[src/rtl/serial_subtractor_if.sv]
// Handshake and data bundle for serial_subtractor.
//   in_valid/in_ready : operand pair handshake (a = minuend, b = subtrahend)
//   out_valid/out_ready : result handshake (diff = a-b mod 2^WIDTH, borrow = a<b)
// master : producer/consumer side driving operands and out_ready
// slave  : the subtractor itself
interface serial_subtractor_if #(
  parameter int WIDTH = 8
);
  logic             in_valid;
  logic             in_ready;
  logic [WIDTH-1:0] a;
  logic [WIDTH-1:0] b;
  logic             out_valid;
  logic             out_ready;
  logic [WIDTH-1:0] diff;
  logic             borrow;

  modport master (
    output in_valid, a, b, out_ready,
    input  in_ready, out_valid, diff, borrow
  );

  modport slave (
    input  in_valid, a, b, out_ready,
    output in_ready, out_valid, diff, borrow
  );
endinterface

[src/rtl/serial_subtractor.sv]
// Bit-serial unsigned subtractor, LSB first, one bit per clock.
// Ports:
//   clk  : sole clock, rising edge
//   rst  : asynchronous active-high reset
//   bus  : serial_subtractor_if.slave (operand and result handshakes)
// Parameter WIDTH : operand/result width, 2..32.
// Latency from accepting edge to out_valid is exactly WIDTH cycles.
// Optional macro SERIAL_SUBTRACTOR_SAT_EN: when defined, a result with
// borrow=1 is presented as diff=0 (borrow still reported as 1).
//
// state | meaning
// IDLE  | waiting for an operand pair, in_ready=1
// SHIFT | processing one bit per cycle, LSB first
// DONE  | result held on diff/borrow, out_valid=1
module serial_subtractor #(
  parameter int WIDTH = 8
) (
  input logic                clk,
  input logic                rst,
  serial_subtractor_if.slave bus
);
  localparam int CW = $clog2(WIDTH) + 1;

  typedef enum logic [1:0] {IDLE, SHIFT, DONE} state_t;

  state_t           state;
  logic [WIDTH-1:0] sa;
  logic [WIDTH-1:0] sb;
  logic [WIDTH-1:0] diff_r;
  logic             br;
  logic             borrow_r;
  logic [CW-1:0]    cnt;

  logic d;
  logic br_next;
  logic last_bit;

  always_comb begin
    d        = sa[0] ^ sb[0] ^ br;
    br_next  = (~sa[0] & sb[0]) | (~(sa[0] ^ sb[0]) & br);
    last_bit = (cnt == CW'(WIDTH - 1));
  end

  // borrow output is a separate register from the running borrow so that it
  // keeps the previous result until the new one is complete.
  always_ff @(posedge clk or posedge rst) begin
    if (rst) begin
      state    <= IDLE;
      sa       <= '0;
      sb       <= '0;
      diff_r   <= '0;
      br       <= 1'b0;
      borrow_r <= 1'b0;
      cnt      <= '0;
    end else begin
      case (state)
        IDLE: begin
          if (bus.in_valid) begin
            sa    <= bus.a;
            sb    <= bus.b;
            br    <= 1'b0;
            cnt   <= '0;
            state <= SHIFT;
          end
        end
        SHIFT: begin
          sa     <= sa >> 1;
          sb     <= sb >> 1;
          br     <= br_next;
          cnt    <= cnt + 1'b1;
          // enters at the MSB; after WIDTH shifts bit 0 has reached diff[0]
          diff_r <= {d, diff_r[WIDTH-1:1]};
          if (last_bit) begin
            borrow_r <= br_next;
            state    <= DONE;
`ifdef SERIAL_SUBTRACTOR_SAT_EN
            if (br_next) diff_r <= '0;
`endif
          end
        end
        DONE: begin
          if (bus.out_ready) state <= IDLE;
        end
        default: state <= IDLE;
      endcase
    end
  end

  assign bus.in_ready  = (state == IDLE);
  assign bus.out_valid = (state == DONE);
  assign bus.diff      = diff_r;
  assign bus.borrow    = borrow_r;
endmodule

[src/flat_wrapper.sv]
// flat-port wrapper written by rule: the top's interface ports become plain ports
module serial_subtractor_flat 
#(
  parameter int WIDTH = 8
)
  (clk, rst, bus_in_valid, bus_a, bus_b, bus_out_ready, bus_in_ready, bus_out_valid, bus_diff, bus_borrow);
  serial_subtractor_if #(.WIDTH(WIDTH)) bus_i ();
  input logic clk;
  input logic rst;
  input wire logic [$bits(bus_i.in_valid)-1:0] bus_in_valid;
  input wire logic [$bits(bus_i.a)-1:0] bus_a;
  input wire logic [$bits(bus_i.b)-1:0] bus_b;
  input wire logic [$bits(bus_i.out_ready)-1:0] bus_out_ready;
  output wire logic [$bits(bus_i.in_ready)-1:0] bus_in_ready;
  output wire logic [$bits(bus_i.out_valid)-1:0] bus_out_valid;
  output wire logic [$bits(bus_i.diff)-1:0] bus_diff;
  output wire logic [$bits(bus_i.borrow)-1:0] bus_borrow;
  assign bus_i.in_valid = bus_in_valid;
  assign bus_i.a = bus_a;
  assign bus_i.b = bus_b;
  assign bus_i.out_ready = bus_out_ready;
  assign bus_in_ready = bus_i.in_ready;
  assign bus_out_valid = bus_i.out_valid;
  assign bus_diff = bus_i.diff;
  assign bus_borrow = bus_i.borrow;
  serial_subtractor #(.WIDTH(WIDTH)) u_core (.clk(clk), .rst(rst), .bus(bus_i));
endmodule
[config.mk]
export PLATFORM = sky130hd
export DESIGN_NAME = serial_subtractor_flat
export DESIGN_NICKNAME = d
export VERILOG_FILES = /design/src/rtl/serial_subtractor_if.sv /design/src/rtl/serial_subtractor.sv /design/src/flat_wrapper.sv
export SDC_FILE = /design/constraint.sdc
export NUM_CORES = 1
export LEC_CHECK = 0
export CAP_MARGIN = 20
export CORE_MARGIN = 2
export CORE_UTILIZATION = 40
export DETAILED_ROUTE_END_ITERATION = 12
export GPL_ROUTABILITY_DRIVEN = 0
export SYNTH_ARGS = -nofsm -noshare
export SYNTH_HDL_FRONTEND = slang
export SYNTH_SLANG_ARGS = --single-unit
[constraint.sdc]
create_clock -name clk -period 1.3 [get_ports clk]
set_input_delay 0.195 -clock clk [delete_from_list [all_inputs] [get_ports clk]]
set_output_delay 0.195 -clock clk [all_outputs]
set_load 0.02 [all_outputs]
==> impl_metrics.csv <==
group,metric,value,unit
outcome,status,"finished clean",
worst_setup_path,crit_type,"reg2out",
sta,max_slew.worst_pin.slew,0.293,ns
worst_setup_path,end_kind,"output pin",
sta,report.final.slew_viol_count,0,
sta,clock_skew,0.00557,ns
placed_design,dp_slack,-0.101,ns
clock_network,htree_levels,2,
floorplan,die_h,66,µm
detailed_routing,wl_per_cell,13.7,µm
floorplan,initial_core_util,41.7,%
layout,stdcell_count,257,
detailed_routing,drtPass1Iterations,4,
sta,setup_tns,0,ns
worst_setup_path,slowest_delay,0.38,ns
synth,synth.avg_cell_area,9.55,µm²
floorplan,die-area,4360,µm²
detailed_routing,via_per_inst,5.04,
layout,antennaDiodeCount,0,
floorplan,io_pins,31,
global_route,grt_max_degree,33,
clock_network,cts_root_buf,"clkbuf_8",
synth,yosysTopAreaCell,"dfrtp_1",
placed_design,hpwl,2270,µm
worst_setup_path,cp_common_cell,"buf_6",
placed_design,port_buffers,30,
global_route,gr-total-overflow,0,
sta,hold_viol,0,
detailed_routing,drt_iter0_markers,77,
global_route,track_usage,18.0,%
worst_setup_path,cp_cell_sequence,"buf_6, nor2_2, buf_6",
layout,nFillCells,343,
floorplan,placementRows,22,
power_and_ir_drop,p_per_area,2140,nW/µm²
synth,synth_area,1540,µm²
detailed_routing,routed_wl,3510,µm
synth,ys_warn_count,0,
layout,area_growth,43.5,%
global_route,grt_pass1_vias,1293,
worst_hold_path,hold_path_class,"in2async",
sta,rsz0062_at_grt,"yes",
detailed_routing,antenna_left,0,
worst_setup_path,crit_slowest_cell,"dfrtp_1",
worst_setup_path,critPathLaunchType,"flop",
clock_network,worstSkewPairLatency,0.29,ns
synth,synth_top_cell_area_share,52.1,%
sta,final.period_utilization,97.2,%
clock_network,cts.clk_slew.worst_paths,0.07,ns
worst_setup_path,arrival,1.07,ns
worst_setup_path,crit_family,"flip-flops",
clock_network,cts_made_buffers,5,
sta,finalSetupViolCount,0,
synth,synthCells,161,
layout,fin_util,59.8,%
global_route,grt_pass1_wl,5800,µm
power_and_ir_drop,peakVddDrop,1020,µV
layout,layout-drive-gt1-share,21.1,%
clock_network,cts.sinks,32,
sta,fin_ws,0.0361,ns
synth,synth_cell_types,25,
clock_network,cts_tree,"built",
sta,clock.fmax,791,MHz
clock_network,cts_max_path_buffers,2,
synth,yosysSeqAreaShare,52.1,%
detailed_routing,vias,1294,
worst_setup_path,required,1.11,ns
floorplan,core_area,3690,µm²
synth,ys_top_cells_by_area,"dfrtp_1 (52%), nand2_1 (7.3%), a22oi_1 (6.8%)",
synth,syn_nets,183,
worst_setup_path,path_max_fanout,3,
placed_design,dp_cells,242,
floorplan,fp.dieW,66,µm
layout,final_cell_mix,"dfrtp_1 (31), nand2_1 (30), clkdlybuf4s50_1 (19)",
worst_setup_path,critical_path_buf_inv_count,2,
detailed_routing,drcViolationCount,0,
sta,max_slew_margin,80.4,%
layout,final_common_cell,"dfrtp_1",
power_and_ir_drop,leakagePower,1.05,nW
synth,yosys_register_bits,32,
run,cap_violations,0,
global_route,antenna_found_initial,0,
layout,final_nets,230,
sta,layout_min_cycle_time,1.26,ns
sta,hold_slack,0.245,ns
[cells in the mapped netlist, drive strengths merged]
cell type,instances
nor2,2
nand2,30
dfrtp,32
inv,5
mux2,1
nor2b,10
nand3,3
o21bai,1
mux2i,1
a22oi,14
ha,1
fa,1
clkbuf,3
nand2b,2
or3,1
a2bb2oi,1
and2b,7
and3b,1
o21ai,19
a21oi,16
buf,8
a22o,2
[power breakdown]
group | switching (W) | internal (W)
Clock | 0.000363 | 0.000568
Combinational | 0.00104 | 0.00101
Sequential | 0.000338 | 0.00141
Total | 0.00174 | 0.00299
[cell type report]
type                    instances  area, µm²  share of cell area, %
clock buffers                   6       72.6                   3.29
flip-flops and latches         32        802                   36.3
well taps                      48       60.1                   2.72
multi-input cells             113        702                   31.8
inverters                       5       18.8                  0.850
clock inverters                 2       35.0                   1.59
repair buffers                 51        517                   23.4
[kinds of logic after synthesis]
family          synth area share, %
buf+inv                        5.70
simple gates                   18.1
fa+ha+maj                      2.12
flops                          52.1
compound gates                 20.7
mux                            1.38
[sequential cells by signal, summed over array words and instances (netlist names)]
name and cells:
u_core.state 2, u_core.bus.borrow 1, u_core.br 1, u_core.bus.diff 8, u_core.cnt 4, u_core.sb 8, u_core.sa 8
[per-stage QoR]
stage	total power [W]	cell area, µm²
after detailed placement	0.00358	1960
final	0.00473	2210
after global routing	0.00509	2210
after floorplan	0.00288	1540
after global placement	0.00352	1960
after CTS	0.00459	2120
[worst reg2reg max path, delay by kind of cell (launching register included)]
| family | cells | cell delay (ns) |
|---|---|---|
| simple gates | 1 | 0.14 |
| compound gates | 2 | 0.24 |
| buf+inv | 3 | 0.38 |
| flops | 1 | 0.38 |
[routing by layer]
metal  global-route usage, %  part of all wire [%]  vias to the layer above
li1                        -                     -                      642
met1                    24.1                    47                      622
met2                    27.1                    46                       23
met3                    4.09                   4.4                        7
met4                    9.18                   2.1                        0
met5                       0                     0                        -
[worst paths after layout]
path / slack, ns / to / cells past startpoint / from
setup / recovery: 0.04 / bus_in_ready / 3 / u_core.state[0]
hold / removal: 0.24 / u_core.sa[3] / 3 / rst
setup reg to reg: 0.04 / u_core.sb[3] / 6 / u_core.state[0]
hold reg to reg: 0.47 / u_core.bus.diff[0] / 2 / u_core.bus.diff[0]
max in group asynchronous: 0.87 / u_core.state[1] / 3 / rst
min in group clk: 0.46 / u_core.state[1] / 2 / bus_out_ready
[timing repair]
action	in CTS	in global routing
endpoints found under the setup margin	23	23
gates cloned	1	1
gates resized for setup	27	16
hold buffers	0	0
buffers inserted	4	1
No activity file was read; power rests on OpenSTA's default activity.
